**src/rtl/sc_pkg.sv**
```systemverilog
// rtl/sc_pkg.sv - shared states, defaults and length decode for the stochastic-multiply sequencer
package sc_pkg;

    localparam int PIPE_LAT_DEF = 2;

    localparam logic [2:0] S_IDLE  = 3'd0;
    localparam logic [2:0] S_SEED  = 3'd1;
    localparam logic [2:0] S_FILL  = 3'd2;
    localparam logic [2:0] S_COUNT = 3'd3;
    localparam logic [2:0] S_DONE  = 3'd4;

    typedef enum logic [2:0] {
        IDLE  = S_IDLE,
        SEED  = S_SEED,
        FILL  = S_FILL,
        COUNT = S_COUNT,
        DONE  = S_DONE
    } sc_state_e;

    // Stream length 2^(3+len_sel), saturated at the longest supported stream.
    function automatic int unsigned len_decode(input logic [1:0] len_sel,
                                               input int unsigned max_log2);
        int unsigned e;
        e = 32'd3 + 32'(len_sel);
        if (e > max_log2) begin
            e = max_log2;
        end
        return 32'd1 << e;
    endfunction

endpackage

```
**src/rtl/sc_ones_counter.sv**
```systemverilog
// rtl/sc_ones_counter.sv - clearable, enabled up-counter for product-stream ones
module sc_ones_counter #(
    parameter int W = 7
) (
    input  logic         clk,
    input  logic         rst,
    input  logic         i_clr,
    input  logic         i_en,
    output logic [W-1:0] o_count
);

    logic [W-1:0] r_count;

    always_ff @(posedge clk or posedge rst) begin
        if (rst) begin
            r_count <= '0;
        end else if (i_clr) begin
            r_count <= '0;
        end else if (i_en) begin
            r_count <= r_count + W'(1);
        end
    end

    assign o_count = r_count;

endmodule

```
**src/rtl/sc_mult_sequencer.sv**
```systemverilog
// rtl/sc_mult_sequencer.sv - job sequencer for the stochastic multiplier; optional SC_BIPOLAR_DECODE_EN adds res_bipolar
module sc_mult_sequencer
    import sc_pkg::*;
#(
    parameter int MAX_LEN_LOG2 = 6,
    parameter int PIPE_LAT     = PIPE_LAT_DEF
) (
    input  logic                      clk,
    input  logic                      rst_n,
    input  logic                      start_valid,
    output logic                      start_ready,
    input  logic [3:0]                op_a,
    input  logic [3:0]                op_b,
    input  logic [1:0]                len_sel,
    output logic [3:0]                dp_prob_a,
    output logic [3:0]                dp_prob_b,
    output logic                      dp_load,
    output logic                      dp_en,
    input  logic                      dp_bit,
    output logic                      res_valid,
    input  logic                      res_ready,
    output logic [MAX_LEN_LOG2:0]     res_count,
`ifdef SC_BIPOLAR_DECODE_EN
    output logic signed [MAX_LEN_LOG2+1:0] res_bipolar,
`endif
    output logic                      busy
);

    localparam int CW = MAX_LEN_LOG2 + 1;

    sc_state_e   r_state;
    logic [CW-1:0] r_len;
    logic [CW-1:0] r_phase;
    logic [3:0]    r_prob_a;
    logic [3:0]    r_prob_b;
    logic [CW-1:0] w_count;
    logic          w_accept;
    logic          w_cnt_en;

    assign w_accept = (r_state == IDLE) && start_valid;
    assign w_cnt_en = (r_state == COUNT) && dp_bit;

    // rst_n is an active-high reset despite its name.
    always_ff @(posedge clk or posedge rst_n) begin
        if (rst_n) begin
            r_state  <= IDLE;
            r_len    <= '0;
            r_phase  <= '0;
            r_prob_a <= '0;
            r_prob_b <= '0;
        end else begin
            case (r_state)
                IDLE: begin
                    if (w_accept) begin
                        r_prob_a <= op_a;
                        r_prob_b <= op_b;
                        r_len    <= CW'(len_decode(len_sel, 32'(MAX_LEN_LOG2)));
                        r_phase  <= '0;
                        r_state  <= SEED;
                    end
                end
                SEED: begin
                    r_phase <= '0;
                    r_state <= FILL;
                end
                FILL: begin
                    if (r_phase == CW'(PIPE_LAT - 1)) begin
                        r_phase <= '0;
                        r_state <= COUNT;
                    end else begin
                        r_phase <= r_phase + CW'(1);
                    end
                end
                COUNT: begin
                    if (r_phase == r_len - CW'(1)) begin
                        r_phase <= '0;
                        r_state <= DONE;
                    end else begin
                        r_phase <= r_phase + CW'(1);
                    end
                end
                DONE: begin
                    if (res_ready) begin
                        r_prob_a <= '0;
                        r_prob_b <= '0;
                        r_state  <= IDLE;
                    end
                end
                default: begin
                    r_state <= IDLE;
                end
            endcase
        end
    end

    sc_ones_counter #(
        .W (CW)
    ) u_ones_counter (
        .clk     (clk),
        .rst     (rst_n),
        .i_clr   (w_accept),
        .i_en    (w_cnt_en),
        .o_count (w_count)
    );

    assign start_ready = (r_state == IDLE);
    assign busy        = (r_state != IDLE);
    assign dp_load     = (r_state == SEED);
    assign dp_en       = (r_state == FILL) || (r_state == COUNT);
    assign res_valid   = (r_state == DONE);
    assign res_count   = w_count;
    assign dp_prob_a   = r_prob_a;
    assign dp_prob_b   = r_prob_b;

`ifdef SC_BIPOLAR_DECODE_EN
    // 2*count - L needs one extra bit internally; the result always fits the port.
    logic [CW+1:0] w_bip_wide;
    assign w_bip_wide  = {1'b0, w_count, 1'b0} - {2'b00, r_len};
    assign res_bipolar = signed'(w_bip_wide[CW:0]);
`endif

endmodule

```
**config.mk**
```make
export PLATFORM = sky130hd
export DESIGN_NAME = sc_mult_sequencer
export DESIGN_NICKNAME = d
export VERILOG_FILES = /design/src/rtl/sc_pkg.sv /design/src/rtl/sc_ones_counter.sv /design/src/rtl/sc_mult_sequencer.sv
export SDC_FILE = /design/constraint.sdc
export NUM_CORES = 1
export LEC_CHECK = 0
export ABC_AREA = 1
export CELL_PAD_IN_SITES_DETAIL_PLACEMENT = 1
export CELL_PAD_IN_SITES_GLOBAL_PLACEMENT = 1
export CORE_MARGIN = 2
export CORE_UTILIZATION = 26
export DETAILED_ROUTE_END_ITERATION = 16
export PLACE_DENSITY_LB_ADDON = 0.08
export SYNTH_ARGS = -nofsm -noshare
export SYNTH_HDL_FRONTEND = slang
export SYNTH_SLANG_ARGS = --single-unit
export TNS_END_PERCENT = 30
```
**constraint.sdc**
```tcl
create_clock -name clk -period 2.24 [get_ports clk]
set_clock_uncertainty 0.05 [all_clocks]
set_input_delay 0.224 -clock clk [delete_from_list [all_inputs] [get_ports clk]]
set_output_delay 0.224 -clock clk [all_outputs]
set_load 0.01 [all_outputs]
```
== Word level (Yosys, flattened, before mapping) ==
Index checks and enable logic that the tools add are counted.
Widths: inputs -> output; s select.

* Flip-flop bits (word level): 32
* Input port bits: 15
* Output and inout bits: 20
* Logic and storage cells: 53

* Add/subtract/negate cells: 4
* $lt $le $gt $ge: 1
* Eq/ne operators: 10
* Shifts and indexed selects: 1
* Mux-type cells: 19
* Reductions and logical operators: 12

{| class="wikitable"
|+ Operators by type and width
! operator !! number
|-
| $mux 32 || 2
|-
| $mux 7 || 5
|-
| $shl 1x32->7 const A || 1
|-
| $pmux 7 s4 || 1
|-
| $pmux 4 s2 || 2
|-
| $mux 3 || 5
|-
| $pmux 3 s5 || 1
|-
| $add 7x1->7 const B || 2
|-
| $mux 4 || 3
|-
| $eq 7x1->1 const B || 1
|-
| $eq 7x7->1 || 1
|-
| $sub 7x1->7 const B || 1
|-
| $eq 3x2->1 const B || 2
|-
| $ne 2x1->1 const B || 3
|-
| $reduce_and 2->1 || 2
|-
| $reduce_and 4->1 || 1
|-
| $reduce_bool 2->1 || 2
|-
| $reduce_bool 4->1 || 1
|-
| $add 2x2->3 const A || 1
|-
| $eq 3x1->1 const B || 1
|-
| $eq 3x3->1 const B || 1
|-
| $gt 3x3->1 const B || 1
|-
| $logic_not 3->1 || 1
|-
| $reduce_and 3->1 || 1
|-
| other kinds (4) || 5
|}

== Longest topological paths before layout ==
* Word-level depth: 6
* Gate-level depth with buffers: 12
* Gate-level depth less buffers: 12

== By module ==
Synthesis repeated with hierarchy kept, for this count alone.

* Cells, all modules: 278
* Area total of the unflattened synthesis: 1983.2 µm²

{| class="wikitable"
|+ Modules (own cells, without submodules)
! module !! times used !! cells each !! area an instance (µm²) !! sequential area each (µm²)
|-
| sc_mult_sequencer || 1 || 225 || 1601.5 || 625.6
|-
| sc_ones_counter || 1 || 53 || 381.6 || 175.2
|}

== Least setup slack after synthesis ==
No wires, ideal clock.

* Path kind: reg2reg
* From: register r_len[0]
* To: register r_state[1]
* Library setup time: 0.087 ns
* Arrival time: 1.473 ns
* Data required time: 2.103 ns
* Slack: 0.631 ns
* Cell stages (with the launch flop): 11
* Buffers on the path: 0
* Period minus slack after synthesis: 1.609 ns
* Path through: dfrtp_1 inv_1 ha_1 or2_2 nand3_1 nor2_1 nand2_1 nor2_1 nand2_2 nand2_1 o211ai_1

* Word-level cells in the longest chain between the ends: 4

{| class="wikitable"
|+ Ends and longest elaborated chain
! element !! RTL line !! text
|-
| from (decl) || sc_mult_sequencer.sv:32 || <nowiki>logic [CW-1:0] r_len;</nowiki>
|-
| from (signal assigned) || sc_mult_sequencer.sv:57 || <nowiki>r_len <= CW'(len_decode(len_sel, 32'(MAX_LEN_LOG2)));</nowiki>
|-
| $sub 7x1->7 || sc_mult_sequencer.sv:75 || <nowiki>if (r_phase == r_len - CW'(1)) begin</nowiki>
|-
| $eq 7x7->1 || sc_mult_sequencer.sv:75 ||
|-
| $ne 2x1->1 (no line) || -- ||
|-
| $reduce_and 4->1 (no line) || -- ||
|-
| to (signal assigned) || sc_mult_sequencer.sv:77 || <nowiki>r_state <= DONE;</nowiki>
|-
| to (signal assigned) || sc_mult_sequencer.sv:86 || <nowiki>r_state <= IDLE;</nowiki>
|-
| to (signal assigned) || sc_mult_sequencer.sv:90 || <nowiki>r_state <= IDLE;</nowiki>
|-
| to (decl) || sc_mult_sequencer.sv:31 || <nowiki>sc_state_e r_state;</nowiki>
|}

No other way between the ends.
A chain may end at the register's enable or synchronous reset.

== Worst setup path in the final report ==
* From: register r_state[0]
* To: output start_ready

* Word-level cells in the longest chain between the ends: 1

{| class="wikitable"
|+ Ends and longest elaborated chain
! element !! RTL line !! text
|-
| from (signal assigned) || sc_mult_sequencer.sv:46 || <nowiki>r_state <= IDLE;</nowiki>
|-
| from (signal assigned) || sc_mult_sequencer.sv:59 || <nowiki>r_state <= SEED;</nowiki>
|-
| from (signal assigned) || sc_mult_sequencer.sv:64 || <nowiki>r_state <= FILL;</nowiki>
|-
| $logic_not 3->1 || sc_mult_sequencer.sv:106 || <nowiki>assign start_ready = (r_state == IDLE);</nowiki>
|-
| to (decl) || sc_mult_sequencer.sv:11 || <nowiki>output logic start_ready,</nowiki>
|}

No other way between the ends.

==> results.ini <==
[outcome]
result_of_the_run=finished, final reports clean

[global_route]
grt_antenna_before_repair=0
maximum_number_of_pins_on_one_net_before_global_route_repair=33
via_count_of_the_first_global_routing_pass=1891
global_route.usage.total=0.142
grt_pass1_wl_um=9320
grt-ovfl-total=0

[placed_design]
dp.final_hpwl_um=4120
routabilityCongestion=0.800
numPortBuffers=34
dpl.cell_count=404

[die]
die_area_um2=8240
chipHeight_um=90.8
top_level_ports=35
core_um2=7250
site_row_count=31
initial_standard_cell_utilization_of_the_core=0.270
dieWidth_um=90.8

[synth]
synth_fp_nets=292
synth-seq-area-share=0.409
synth_area_leader_cell=sky130_fd_sc_hd__dfrtp_1
synthArstFlopShare=1.00
ys_seq_elements=32
syn-cell-area_um2=1960
synth-main-ff-cell=sky130_fd_sc_hd__dfrtp_1
synthMostInstantiatedCell=sky130_fd_sc_hd__nand2_1
yosys_warnings=0
synth_cell_count_leaders=sky130_fd_sc_hd__nand2_1, sky130_fd_sc_hd__inv_1, sky130_fd_sc_hd__nand3_1
synth.lib_cells_used.distinct=26
syn-instance-count=273
synth_edf_count=0
synthTopCellsByArea=sky130_fd_sc_hd__dfrtp_1, sky130_fd_sc_hd__nand2_1, sky130_fd_sc_hd__nand3_1
yosysTopAreaCellShare=0.409
synthesized_area_per_cell_um2=7.17

[clock_tree]
cts_tree=done
clk_pin_slew_ps=80
cts-buffers-inserted=5
clockBufferDepth=2
worst_skew_pair.late_latency_ps=290
post_cts_buffers=0
cts-htree-levels=2
postCtsHoldBufs=0
clk_root_buffer_cell=sky130_fd_sc_hd__clkbuf_8
postCtsResizedCells=0
cts_sinks=32

[sta]
timing.final.max_slew_violations=0
rsz_0062_raised_after_global_routing=no
worstMarginPinSlew_ps=428
finalSetupViolations=0
setup_total_negative_slack_ps=0
slew_headroom=0.714
post-route-min-period_ps=1890
fmaxAchievable_mhz=528
hold_viol=0
timing.final.crit_share=0.846

[drt]
route.detailed.vias_per_inst=4.43
detailroute.via_count=1824
detail_route.drc_violations=0
detail-route-antenna-nets=0
wl_um=5380
drt_first_iter_violations=60
detail_route.first_pass.iterations=4
detail_route.wl_per_cell_um=13.0

[critical_path]
setup.worst_path.start_class=flip-flop
worst_r2r_startpoint=r_len[0]$_DFFE_PP0P_
setup.reg_to_reg.worst_slack_ps=390
timing.critical_path.arrival_ps=1620
worstRegToRegCells=11
setup.worst_path.class=flip-flop to output pin
endpoint_kind=output pin
r2r_end=r_state[1]$_DFFE_PP0P_
cp_data_required_time_ps=1970
critPathMaxFanout=3

[finish]
areaGrowthSynthToFinish_pct=29.2
area.sequential_um2=801
fillers=908
drive_above_1_share=0.0990
multi_input_comb_area_um2=922
post_route_insts_no_fill=412
antenna_cells_inserted=0
num-nets-final=331

[power_and_ir_drop]
power_density_nw_per_um2=617
netSwitchingFraction=0.276
pwr-share-seq=0.441
fin_total_pwr_uw=1560
total_switching_power_uw=431
combPwrFrac=0.196
cellLeakagePower_uw=0.00127
power.clock.fraction=0.362
worst_ir_drop_vdd_uv=184
power_report.internal_total_uw=1130

[min_path]
hold_class=primary input to asynchronous set/reset pin

[flow_run]
drv_cap=0

-- routing by layer --
metal / global-route usage / vias to the layer above / part of all wire
met1: 0.191 / 851 / 0.49
met5: 0 / - / 0
li1: - / 925 / -
met2: 0.215 / 41 / 0.44
met4: 0.0474 / 0 / 0.017
met3: 0.0434 / 7 / 0.049
-- critical path: stages, from the launching register on --
cell and delay, ps:
sky130_fd_sc_hd__dfrtp_1 430, sky130_fd_sc_hd__nor2_1 150, sky130_fd_sc_hd__inv_1 90, sky130_fd_sc_hd__nor2_2 110
sky130_fd_sc_hd__clkdlybuf4s50_1 550
-- through the flow --
step | utilization | cell area (um^2) | setup slack (ps) | hold WS (ps)
2_1_floorplan | - | 1960 | 631 | 290
3_3_place_gp | 0.333 | 2420 | 349 | 426
4_1_cts | 0.348 | 2530 | 329 | 303
6_report | 0.348 | 2530 | 346 | 286
5_1_grt | 0.348 | 2530 | 132 | 342
3_5_place_dp | 0.333 | 2420 | 328 | 429
-- power by group through the flow --
stage / registers, uW / clock network, uW / logic (uW)
final: 687 / 565 / 306
after global routing: 699 / 620 / 343
after CTS: 691 / 585 / 313
after detailed placement: 701 / 0 / 312
after global placement: 699 / 0 / 307
after floorplan: 718 / 0 / 114
-- layout make-up --
class | count | share of cell area
well taps | 99 | 0.0490
clock buffers | 5 | 0.0272
clock inverters | 3 | 0.0168
flip-flops and latches | 32 | 0.317
repair buffers | 36 | 0.141
inverters | 57 | 0.0847
multi-input cells | 180 | 0.365
-- cell usage in the layout, fill, tap and decap left out --
cell type	instances
sky130_fd_sc_hd__or2_1	1
sky130_fd_sc_hd__inv_2	4
sky130_fd_sc_hd__nor2_2	4
sky130_fd_sc_hd__clkinv_2	1
sky130_fd_sc_hd__nor2_1	15
sky130_fd_sc_hd__or2_2	2
sky130_fd_sc_hd__nand4_1	1
sky130_fd_sc_hd__clkinvlp_4	1
sky130_fd_sc_hd__nand2_1	63
sky130_fd_sc_hd__nand2_4	2
sky130_fd_sc_hd__o21ai_2	1
sky130_fd_sc_hd__o21ai_0	12
sky130_fd_sc_hd__clkbuf_8	5
sky130_fd_sc_hd__bufinv_16	1
sky130_fd_sc_hd__nand2_2	6
sky130_fd_sc_hd__ha_1	4
sky130_fd_sc_hd__a21oi_1	5
sky130_fd_sc_hd__nor2_4	1
sky130_fd_sc_hd__nand3_1	42
sky130_fd_sc_hd__o21ai_1	2
sky130_fd_sc_hd__nor3_1	8
sky130_fd_sc_hd__o211ai_1	1
sky130_fd_sc_hd__nor2_8	1
sky130_fd_sc_hd__xor2_1	6
sky130_fd_sc_hd__o31ai_1	2
sky130_fd_sc_hd__xnor2_1	1
sky130_fd_sc_hd__inv_1	53
sky130_fd_sc_hd__buf_4	2
sky130_fd_sc_hd__clkdlybuf4s50_1	34
sky130_fd_sc_hd__dfrtp_1	32
-- registers in the layout (all words and copies together), names as in the netlist --
name / count
r_state: 3
u_ones_counter.o_count: 7
r_len: 7
r_phase: 7
dp_prob_b: 4
dp_prob_a: 4
-- worst max-delay path by stage --
| stage | from | to | cells after the start |
|---|---|---|---|
| 6_report | r_state[0]$_DFFE_PP0P_ | start_ready | 4 |
| 5_1_grt | r_len[0]$_DFFE_PP0P_ | r_state[1]$_DFFE_PP0P_ | 11 |
| 4_1_cts | r_state[0]$_DFFE_PP0P_ | res_valid | 4 |
| 3_5_place_dp | start_valid | u_ones_counter.o_count[5]$_DFFE_PP0P_ | 8 |
| 3_3_place_gp | start_valid | u_ones_counter.o_count[5]$_DFFE_PP0P_ | 8 |
| 2_1_floorplan | r_len[0]$_DFFE_PP0P_ | r_state[1]$_DFFE_PP0P_ | 10 |
-- cells by family (layout without fill, tap and decap cells) --
group,after synthesis,after routing,synth area share
simple gates,146,146,0.350
buf+inv,61,101,0.120
flops,32,32,0.409
compound gates,23,23,0.0646
xor+xnor,7,7,0.0313
fa+ha+maj,4,4,0.0256
No activity file was read; power rests on OpenSTA's default activity.
